**config.mk**
```make
export PLATFORM = sky130hd
export DESIGN_NAME = imm_encoder
export DESIGN_NICKNAME = d
export VERILOG_FILES = /design/src/rtl/imm_fmt_pkg.sv /design/src/rtl/imm_fit_pack.sv /design/src/rtl/imm_encoder.sv
export SDC_FILE = /design/constraint.sdc
export NUM_CORES = 1
export LEC_CHECK = 0
export BUFFER_PORTS_ARGS = -buffer_cell sky130_fd_sc_hd__buf_2
export CAP_MARGIN = 20
export CORE_MARGIN = 1
export CORE_UTILIZATION = 35
export CTS_CLUSTER_SIZE = 28
export DETAILED_ROUTE_END_ITERATION = 8
export HOLD_SLACK_MARGIN = 0.1
export PLACE_DENSITY = 0.64
export SYNTH_ARGS = -nofsm -noshare
export SYNTH_HDL_FRONTEND = slang
export SYNTH_HIERARCHICAL = 1
export SYNTH_SLANG_ARGS = --single-unit
```
**constraint.sdc**
```tcl
create_clock -name CLK -period 5.6 [get_ports CLK]
set_input_delay 0 -clock CLK [delete_from_list [all_inputs] [get_ports CLK]]
set_output_delay 0 -clock CLK [all_outputs]
set_load 0.01 [all_outputs]
```
**src/rtl/imm_fmt_pkg.sv**
```systemverilog
`default_nettype none
// ============================================================================
// Module      : imm_fmt_pkg
// Description : Shared definitions for the immediate encoder and the
//               immediate sign extender. It holds the ctrl format codes,
//               the immediate field positions, the encoder state type and
//               small helper functions.
// Revision    : 1.0 - initial release
// ============================================================================
package imm_fmt_pkg;

    // Format codes. The sign extender decodes the same values.
    localparam logic [2:0] FMT_I    = 3'b000;
    localparam logic [2:0] FMT_D    = 3'b001;
    localparam logic [2:0] FMT_CBZ  = 3'b010;
    localparam logic [2:0] FMT_B    = 3'b011;
    localparam logic [2:0] FMT_MOVZ = 3'b100;

    // Field positions inside the 26-bit immediate.
    localparam int I_LSB         = 10;
    localparam int I_MSB         = 21;
    localparam int D_LSB         = 12;
    localparam int D_MSB         = 20;
    localparam int CBZ_LSB       = 5;
    localparam int CBZ_MSB       = 23;
    localparam int B_LSB         = 0;
    localparam int B_MSB         = 25;
    localparam int MOVZ_HW_LSB   = 21;
    localparam int MOVZ_HW_MSB   = 22;
    localparam int MOVZ_HALF_LSB = 5;
    localparam int MOVZ_HALF_MSB = 20;

    typedef enum logic [0:0] {
        IDLE = 1'b0,
        EMIT = 1'b1
    } state_t;

    // True when the value is a sign extension of its low 'width' bits.
    // All bits from width-1 upward must be copies of one another.
    function automatic logic sext_fits(input logic [63:0] value, input int width);
        logic [63:0] hi;
        hi = 64'($signed(value) >>> (width - 1));
        return (hi == '0) || (hi == '1);
    endfunction

    // Index of the lowest set bit of a halfword mask (0 when the mask is empty).
    function automatic logic [1:0] lowest_idx(input logic [3:0] mask);
        logic [1:0] idx;
        if (mask[0])      idx = 2'd0;
        else if (mask[1]) idx = 2'd1;
        else if (mask[2]) idx = 2'd2;
        else if (mask[3]) idx = 2'd3;
        else              idx = 2'd0;
        return idx;
    endfunction

    // MOVZ/MOVK immediate: shift index in [22:21], halfword in [20:5].
    function automatic logic [25:0] movz_field(input logic [1:0] idx, input logic [15:0] half);
        logic [25:0] f;
        f = '0;
        f[MOVZ_HW_MSB:MOVZ_HW_LSB]     = idx;
        f[MOVZ_HALF_MSB:MOVZ_HALF_LSB] = half;
        return f;
    endfunction

endpackage
`default_nettype wire

```
**src/rtl/imm_fit_pack.sv**
```systemverilog
`default_nettype none
// ============================================================================
// Module      : imm_fit_pack
// Description : Combinational range check and field packing for the
//               single-beat formats (I, D, CBZ and B). For MOVZ and for the
//               unsupported codes it reports o_fits = 0 and o_imm = 0. The
//               encoder builds MOVZ beats itself.
// Ports       : i_value  - 64-bit value to encode
//               i_ctrl   - format code
//               o_imm    - packed immediate (zero unless o_fits)
//               o_fits   - value is representable in the selected format
// Revision    : 1.0 - initial release
// ============================================================================
module imm_fit_pack
    import imm_fmt_pkg::*;
(
    input  logic [63:0] i_value,
    input  logic [2:0]  i_ctrl,
    output logic [25:0] o_imm,
    output logic        o_fits
);

    always_comb begin
        o_imm  = '0;
        o_fits = 1'b0;
        case (i_ctrl)
            FMT_I: begin
                // Unsigned 12-bit field.
                o_fits = (i_value[63:12] == '0);
                if (o_fits) o_imm[I_MSB:I_LSB] = i_value[I_MSB-I_LSB:0];
            end
            FMT_D: begin
                o_fits = sext_fits(i_value, D_MSB - D_LSB + 1);
                if (o_fits) o_imm[D_MSB:D_LSB] = i_value[D_MSB-D_LSB:0];
            end
            FMT_CBZ: begin
                o_fits = sext_fits(i_value, CBZ_MSB - CBZ_LSB + 1);
                if (o_fits) o_imm[CBZ_MSB:CBZ_LSB] = i_value[CBZ_MSB-CBZ_LSB:0];
            end
            FMT_B: begin
                o_fits = sext_fits(i_value, B_MSB - B_LSB + 1);
                if (o_fits) o_imm[B_MSB:B_LSB] = i_value[B_MSB-B_LSB:0];
            end
            default: begin
                o_imm  = '0;
                o_fits = 1'b0;
            end
        endcase
    end

endmodule
`default_nettype wire

```
**src/rtl/imm_encoder.sv**
```systemverilog
`default_nettype none
// ============================================================================
// Module      : imm_encoder
// Description : Converts a 64-bit constant or offset into the 26-bit
//               instruction immediate that the sign extender would expand
//               back to that value. Single-beat formats produce one beat.
//               MOVZ produces one MOVZ beat followed by one MOVK beat for
//               each remaining non-zero halfword, in ascending order.
// Ports       : CLK, Reset              - clock, async active-high reset
//               ReqValid/ReqReady       - request handshake
//               ReqCtrl, ReqValue       - format code and value
//               OutValid/OutReady       - output beat handshake
//               OutImm26                - encoded immediate field
//               OutMovk, OutLast, OutErr - beat qualifiers
// Revision    : 1.0 - initial release
// ============================================================================
module imm_encoder
    import imm_fmt_pkg::*;
#(
    parameter int DATA_W = 64,
    parameter int IMM_W  = 26
) (
    input  logic              CLK,
    input  logic              Reset,
    input  logic              ReqValid,
    output logic              ReqReady,
    input  logic [2:0]        ReqCtrl,
    input  logic [DATA_W-1:0] ReqValue,
    output logic              OutValid,
    input  logic              OutReady,
    output logic [IMM_W-1:0]  OutImm26,
    output logic              OutMovk,
    output logic              OutLast,
    output logic              OutErr
);

    state_t            r_state;
    logic [DATA_W-1:0] r_value;   // captured value, used for MOVK halfwords
    logic [3:0]        r_mask;    // non-zero halfwords not yet emitted
    logic [IMM_W-1:0]  r_imm;
    logic              r_movk;
    logic              r_last;
    logic              r_err;

    logic [IMM_W-1:0]  w_fit_imm;
    logic              w_fit_ok;
    logic [3:0]        w_req_nz;
    logic [1:0]        w_req_idx;
    logic [15:0]       w_req_half;
    logic [3:0]        w_req_rem;
    logic [1:0]        w_nxt_idx;
    logic [15:0]       w_nxt_half;
    logic [3:0]        w_nxt_rem;

    imm_fit_pack u_fit (
        .i_value (ReqValue),
        .i_ctrl  (ReqCtrl),
        .o_imm   (w_fit_imm),
        .o_fits  (w_fit_ok)
    );

    // First MOVZ beat: taken directly from the incoming request.
    always_comb begin
        w_req_nz = '0;
        for (int i = 0; i < 4; i++) begin
            w_req_nz[i] = |ReqValue[16*i +: 16];
        end
    end

    assign w_req_idx  = lowest_idx(w_req_nz);
    assign w_req_half = ReqValue[{w_req_idx, 4'b0000} +: 16];
    assign w_req_rem  = w_req_nz & ~(4'b0001 << w_req_idx);

    // Following MOVK beats: taken from the captured value and the pending mask.
    assign w_nxt_idx  = lowest_idx(r_mask);
    assign w_nxt_half = r_value[{w_nxt_idx, 4'b0000} +: 16];
    assign w_nxt_rem  = r_mask & ~(4'b0001 << w_nxt_idx);

    always_ff @(posedge CLK or posedge Reset) begin
        if (Reset) begin
            r_state <= IDLE;
            r_value <= '0;
            r_mask  <= '0;
            r_imm   <= '0;
            r_movk  <= 1'b0;
            r_last  <= 1'b0;
            r_err   <= 1'b0;
        end else begin
            case (r_state)
                IDLE: begin
                    if (ReqValid) begin
                        r_state <= EMIT;
                        r_value <= ReqValue;
                        r_movk  <= 1'b0;
                        if (ReqCtrl == FMT_MOVZ) begin
                            // A zero value gives an empty mask, so this is a single MOVZ #0, LSL #0 beat.
                            r_imm  <= movz_field(w_req_idx, w_req_half);
                            r_mask <= w_req_rem;
                            r_last <= (w_req_rem == 4'b0000);
                            r_err  <= 1'b0;
                        end else begin
                            r_imm  <= w_fit_ok ? w_fit_imm : '0;
                            r_mask <= '0;
                            r_last <= 1'b1;
                            r_err  <= ~w_fit_ok;
                        end
                    end
                end
                EMIT: begin
                    if (OutReady) begin
                        if (r_last) begin
                            r_state <= IDLE;
                            r_imm   <= '0;
                            r_movk  <= 1'b0;
                            r_last  <= 1'b0;
                            r_err   <= 1'b0;
                        end else begin
                            r_imm  <= movz_field(w_nxt_idx, w_nxt_half);
                            r_movk <= 1'b1;
                            r_mask <= w_nxt_rem;
                            r_last <= (w_nxt_rem == 4'b0000);
                        end
                    end
                end
                default: r_state <= IDLE;
            endcase
        end
    end

    assign ReqReady = (r_state == IDLE);
    assign OutValid = (r_state == EMIT);
    assign OutImm26 = r_imm;
    assign OutMovk  = r_movk;
    assign OutLast  = r_last;
    assign OutErr   = r_err;

endmodule
`default_nettype wire

```
# After elaboration in Yosys (flattened, before gate mapping)
# Index checks and enable logic that the tools add are counted.
classes:
  n_eq_ne: 11
  shifts: 4
  n_reduce_logical: 18
  n_mux: 48
  n_bitwise: 6
ops:
  columns: ["op", "n"]
  rows:
  - ["64-bit equality test, second input constant", 3]
  - ["64-bit zero test", 3]
  - ["26-bit 2-to-1 mux", 5]
  - ["64-bit by 7-bit variable part select with 16-bit output", 2]
  - ["16-bit OR reduction", 4]
  - ["52-bit zero test", 1]
  - ["26-bit one-hot mux with 2 select lines", 1]
  - ["9-bit one-hot mux with 4 select lines", 1]
  - ["23-bit 2-to-1 mux", 1]
  - ["19-bit 2-to-1 mux", 1]
  - ["2-bit 2-to-1 mux", 9]
  - ["4-bit 2-to-1 mux", 4]
  - ["1-bit 2-to-1 mux", 13]
  - ["12-bit 2-to-1 mux", 1]
  - ["5-bit one-hot mux with 2 select lines", 1]
  - ["9-bit 2-to-1 mux", 1]
  - ["4-bit bitwise AND", 2]
  - ["4-bit zero test", 2]
  - ["4-bit NOT", 2]
  - ["1-bit one-hot mux with 2 select lines", 4]
  - ["4-bit one-hot mux with 2 select lines", 1]
  - ["1-bit by 2-bit << shifter with 4-bit output, first input constant", 2]
  - ["3-bit by 2-bit equality test with 1-bit output, second input constant", 2]
  - ["2-bit inequality test, second input constant", 3]
  - ["13 further kinds", 18]
totals:
  input_bits: 71
  word_cells: 94
  ff_bits: 98
  output_inout_bits: 31

# Logic depth before layout (Yosys ltp)
logic_depth:
  ltp_word: 12
  ltp_mapped: 13
  depth_no_buf: 10

# By module
# The synthesis kept the hierarchy.
modules_own_cells:
  columns: ["module", "cells_per_inst", "seq_area_each_um2", "area_per_inst_um2", "n_inst"]
  rows:
  - ["imm_encoder", 625, 2452.4, 5327.6, 1]
  - ["imm_fit_pack", 117, 0.0, 869.6, 1]

# Least setup slack after synthesis
# OpenSTA, ideal clock, no wires.
synth_timing:
  path_kind: "input -> register"
  startpoint: "input port ReqValue[27]"
  endpoint: "register r_imm[10], in the netlist OutImm26[10]"
  stages: 12
  slack_ps: 3265
  n_path_buf: 3
  setup_time_ps: 64
  required_time_ps: 5536
  arrival_ps: 2271
  path_cell_list: "or4_1 > nor2_4 > nand3b_2 > o21ai_4 > and2_1 > buf_2 > or4_1 > buf_4 > clkbuf_1 > a21oi_1 > nor3_1 > or3_1"
synth_between:
  elab_cells_between_ends: 23
  classes_between: "eq/ne: 3; shift: 1; mux: 11; reduce/logical: 8"
synth_rtl:
  columns: ["item", "line_no", "text"]
  rows:
  - ["start: declaration", "imm_encoder.sv:28", "input logic [DATA_W-1:0] ReqValue,"]
  - ["64-bit equality test / 64-bit zero test (equally long branches)", "imm_fmt_pkg.sv:43", "return (hi == '0) || (hi == '1);"]
  - ["1-bit logical OR", "imm_fmt_pkg.sv:43", null]
  - ["1-bit one-hot mux with 4 select lines (*)", "imm_fit_pack.sv:26", "case (i_ctrl)"]
  - ["named net w_fit_ok", "imm_encoder.sv:46", "logic w_fit_ok;"]
  - ["26-bit 2-to-1 mux (*)", "imm_encoder.sv:102", "r_imm <= w_fit_ok ? w_fit_imm : '0;"]
  - ["26-bit 2-to-1 mux (*)", "imm_encoder.sv:95", "if (ReqCtrl == FMT_MOVZ) begin"]
  - ["26-bit 2-to-1 mux (*)", "imm_encoder.sv:91", "if (ReqValid) begin"]
  - ["26-bit one-hot mux with 2 select lines (*)", "imm_encoder.sv:89", "case (r_state)"]
  - ["end signal: assignment", "imm_encoder.sv:97", "r_imm <= movz_field(w_req_idx, w_req_half);"]
  - ["end signal: assignment", "imm_encoder.sv:102", null]
  - ["end signal: assignment", "imm_encoder.sv:118", "r_imm <= movz_field(w_nxt_idx, w_nxt_half);"]
  - ["end: declaration", "imm_encoder.sv:40", "logic [IMM_W-1:0] r_imm;"]
# Mark *: on every way through the listed nets, which the timed path passes. The rest lies on a longest branch. The select of a mux whose other input is x is not followed.
# A chain may end at the register's enable or synchronous reset.

# Final worst setup path
layout_timing:
  startpoint: "input port ReqValue[25]"
  endpoint: "register r_imm[13], in the netlist OutImm26[13]"
# The elaborated chain is that of the path after synthesis.

==> insert_results.sql <==
INSERT INTO impl_metrics (metric_group, metric, value, unit) VALUES
('flow_run', 'max_cap_viol_count', '0', ''),
('floorplan', 'num_rows', '48', ''),
('route', 'wl', '23450', 'um'),
('timing', 'layout_worst_path_cycle_share', '0.5903', ''),
('setup_path', 'worst-setup-path-type', 'in2reg', ''),
('cts', 'cts.repair_timing.setup_buffer_count', '0', ''),
('worst_hold_path', 'worst_hold_path.num_cells', '6', ''),
('grt', 'number_of_global_route_vias_before_repair', '6462', ''),
('pwr', 'ir_drop', '0.2286', 'mV'),
('route', 'routedWlPerCell', '21.26', 'um'),
('placed_design', 'buffer_ports.inserted', '101', ''),
('setup_path', 'critPathMaxStageDelay', '0.53', 'ns'),
('setup_path', 'worst_ep_required_time', '5.91', 'ns'),
('logic_synthesis', 'synth_largest_type_area_fraction', '0.3957', ''),
('cts', 'cts.root.buffer_cell', 'sky130_fd_sc_hd__clkbuf_16', ''),
('floorplan', 'floorplan.initialDensity', '0.3583', ''),
('timing', 'fin_tns_setup', '0', 'ns'),
('cts', 'number_of_cells_upsized_or_downsized_after_cts', '0', ''),
('cts', 'path_clk_slew', '0.07', 'ns'),
('logic_synthesis', 'postSynthCellCount', '742', ''),
('logic_synthesis', 'yosys.area_share.adder', '0.001615', ''),
('route', 'detailedRoute.firstPassIterationCount', '7', ''),
('logic_synthesis', 'synth.cells.most_frequent', '228 x sky130_fd_sc_hd__nand2_1, 98 x sky130_fd_sc_hd__dfrtp_1, 35 x sky130_fd_sc_hd__nor3_1', ''),
('setup_path', 'worstPathBufferInverterCount', '3', ''),
('logic_synthesis', 'ys_dominant_reg_cell', 'sky130_fd_sc_hd__dfrtp_1', ''),
('floorplan', 'coreArea', '17300', 'um^2'),
('run_status', 'outcome', 'finished clean', ''),
('route', 'drt-vias-per-instance', '6.073', ''),
('timing', 'hold_violation_count_in_the_final_report', '0', ''),
('logic_synthesis', 'synthXorXnorAreaFrac', '0', ''),
('logic_synthesis', 'synth_enable_flop_cells', '0', ''),
('logic_synthesis', 'synthesis.area', '6197', 'um^2'),
('floorplan', 'floorplan.die.width', '135.1', 'um'),
('route', 'drt.antenna.violating_nets', '0', ''),
('timing', 'slew-limit-headroom', '0.4081', ''),
('setup_path', 'path_cells', 'dlygate4sd3_1, buf_2, nand4_1, nor4_1, nand3_1, o22ai_2, and3_1, or4_1, buf_16, a21oi_1, nor3_1, or3_1', ''),
('logic_synthesis', 'post-synth-top-area-cell', 'sky130_fd_sc_hd__dfrtp_1', ''),
('grt', 'grt_antenna_before_repair', '1', ''),
('route', 'remaining_drc_errors', '0', ''),
('floorplan', 'die-area', '18240', 'um^2'),
('cells_and_area', 'nets', '943', ''),
('setup_path', 'critical_path.top_delay_family', 'simple AND/OR/NAND/NOR gates', ''),
('cells_and_area', 'filler_cell_count', '1791', ''),
('setup_path', 'crit_fanout', '31', ''),
('logic_synthesis', 'synthesis.area_per_instance', '8.352', 'um^2'),
('route', 'vias', '6699', ''),
('pwr', 'power_density', '371.1', 'nW/um^2'),
('logic_synthesis', 'netlist-cell-type-count', '58', ''),
('logic_synthesis', 'compound_cell_area_share_of_the_yosys_netlist', '0.2310', ''),
('setup_path', 'timing.reg2reg.worst_path_depth', '5', ''),
('logic_synthesis', 'synth-simple-area-share', '0.3121', ''),
('floorplan', 'design.portCount', '102', ''),
('logic_synthesis', 'synth_top_family_by_area', 'simple AND/OR/NAND/NOR gates', ''),
('route', 'detailedRoute.firstIterationViolations', '662', ''),
('cells_and_area', 'final_core_util', '0.4478', ''),
('cts', 'tritoncts_clock_tree', 'built', ''),
('logic_synthesis', 'async_flop_share', '1.000', ''),
('logic_synthesis', 'yosysSeqAreaShare', '0.3957', ''),
('timing', 'grt_setup_unrepaired', 'false', ''),
('setup_path', 'cp.arrival', '3.61', 'ns'),
('timing', 'worst_slew_pin_slew', '0.8879', 'ns'),
('setup_path', 'worst_setup_path_end_kind', 'register', ''),
('cts', 'clockBufferDepth', '2', ''),
('worst_hold_path', 'hold_class', 'in2reg', ''),
('timing', 'timing.clock.skew', '0.009168', 'ns'),
('logic_synthesis', 'mappedNetlistNets', '813', ''),
('grt', 'globalRouteTotalUtil', '0.2663', ''),
('pwr', 'cellLeakagePower', '3.548', 'nW'),
('logic_synthesis', 'synth-seq-cells', '98', ''),
('cells_and_area', 'synthToLayoutAreaGrowth', '24.97', '%'),
('cells_and_area', 'final_layout_size_suffix_gt1_frac', '0.1688', '');
[worst paths after layout]
kind	from	end	slack [ns]
min reg2reg	r_value[52]	r_value[52]	0.48
min	ReqCtrl[0]	OutImm26[21]	0.13
min in group asynchronous	Reset	r_value[17]	0.27
max in group asynchronous	Reset	r_value[5]	4.22
max	ReqValue[25]	OutImm26[13]	2.29
max reg2reg	OutValid	OutImm26[20]	3.15
[state kept, by name, indices dropped and copies added, names as in the netlist]
signal and cells:
r_value 64, OutImm26 26, OutLast 1, OutErr 1, OutMovk 1, OutValid 1
r_mask 4
[tightest hold or removal path, delay by kind of cell]
kind,cells,cell delay (ns)
simple gates,5,0.32
buf+inv,1,0.13
[through the flow]
step	cell area, um^2	hold slack [ns]	setup WS, ns	instances	power, mW
after floorplan	6197	0.1054	3.038	742	1.825
after global routing	7745	0.1451	2.080	1103	3.060
after detailed placement	6701	0.1127	1.922	1017	2.138
final	7745	0.1250	2.294	1103	2.874
after global placement	6701	0.1087	1.979	1017	2.110
after CTS	7715	0.1024	1.736	1101	2.876
[per-layer routing]
metal	vias to the layer above	track usage	routed length (um)
li1	3021	-	-
met1	3266	0.3564	9945
met2	345	0.4218	10870
met3	67	0.04204	1722
met4	0	0.1230	912
met5	-	0	0
[layout make-up]
class | count | area, um^2 | area share
Clock inverter | 6 | 93.84 | 0.01212
Clock buffer | 10 | 239.0 | 0.03086
Inverter | 3 | 13.76 | 0.001777
Tap cell | 225 | 281.5 | 0.03635
Timing Repair Buffer | 177 | 1266 | 0.1635
Sequential cell | 98 | 2452 | 0.3166
Multi-Input combinational cell | 583 | 3396 | 0.4384
Antenna cell | 1 | 2.502 | 0.0003231
[power by group]
part | switching [mW] | internal, mW | total (mW)
Sequential | 0.194 | 0.995 | 1.19
Combinational | 0.612 | 0.370 | 0.982
Clock | 0.295 | 0.409 | 0.704
Total | 1.10 | 1.77 | 2.87
[cells in the final DEF (no fill, tap or decap), types with 3 or more instances in the layout]
cell type                       count
sky130_fd_sc_hd__nand3_1            7
sky130_fd_sc_hd__clkbuf_16          9
sky130_fd_sc_hd__inv_6              3
sky130_fd_sc_hd__nor3_1            35
sky130_fd_sc_hd__dfrtp_1           98
sky130_fd_sc_hd__a22oi_1           30
sky130_fd_sc_hd__dlygate4sd3_1     68
sky130_fd_sc_hd__nor2b_1            4
sky130_fd_sc_hd__or3_1             15
sky130_fd_sc_hd__nor4_1            27
sky130_fd_sc_hd__o21ai_0           22
sky130_fd_sc_hd__nand2_1          228
sky130_fd_sc_hd__buf_2            101
sky130_fd_sc_hd__buf_4              7
sky130_fd_sc_hd__or4_1              6
sky130_fd_sc_hd__a22o_1            32
sky130_fd_sc_hd__a32oi_1           15
sky130_fd_sc_hd__nand4_1           19
sky130_fd_sc_hd__a21oi_1           17
sky130_fd_sc_hd__a221o_1           11
sky130_fd_sc_hd__a211oi_1          16
sky130_fd_sc_hd__and2_1             5
sky130_fd_sc_hd__and3_1            22
sky130_fd_sc_hd__nor2_1             8
sky130_fd_sc_hd__and4_1             5
sky130_fd_sc_hd__o211ai_1          16
sky130_fd_sc_hd__a32o_1             9
sky130_fd_sc_hd__nor2_4             3
[timing repair]
item                                    4_1_cts  5_1_grt
hold buffers                                 68        0
endpoints found under the setup margin        0        0
endpoints found under the hold margin       115        0
[cell families after synthesis]
| group | count (synthesis) |
|---|---|
| and+or+nand+nor | 398 |
| AOI/OAI and AO/OA | 183 |
| DFF | 98 |
| buffers and inverters | 61 |
| muxes | 1 |
| adders and majority gates | 1 |
(Power assumes the default switching activity.)
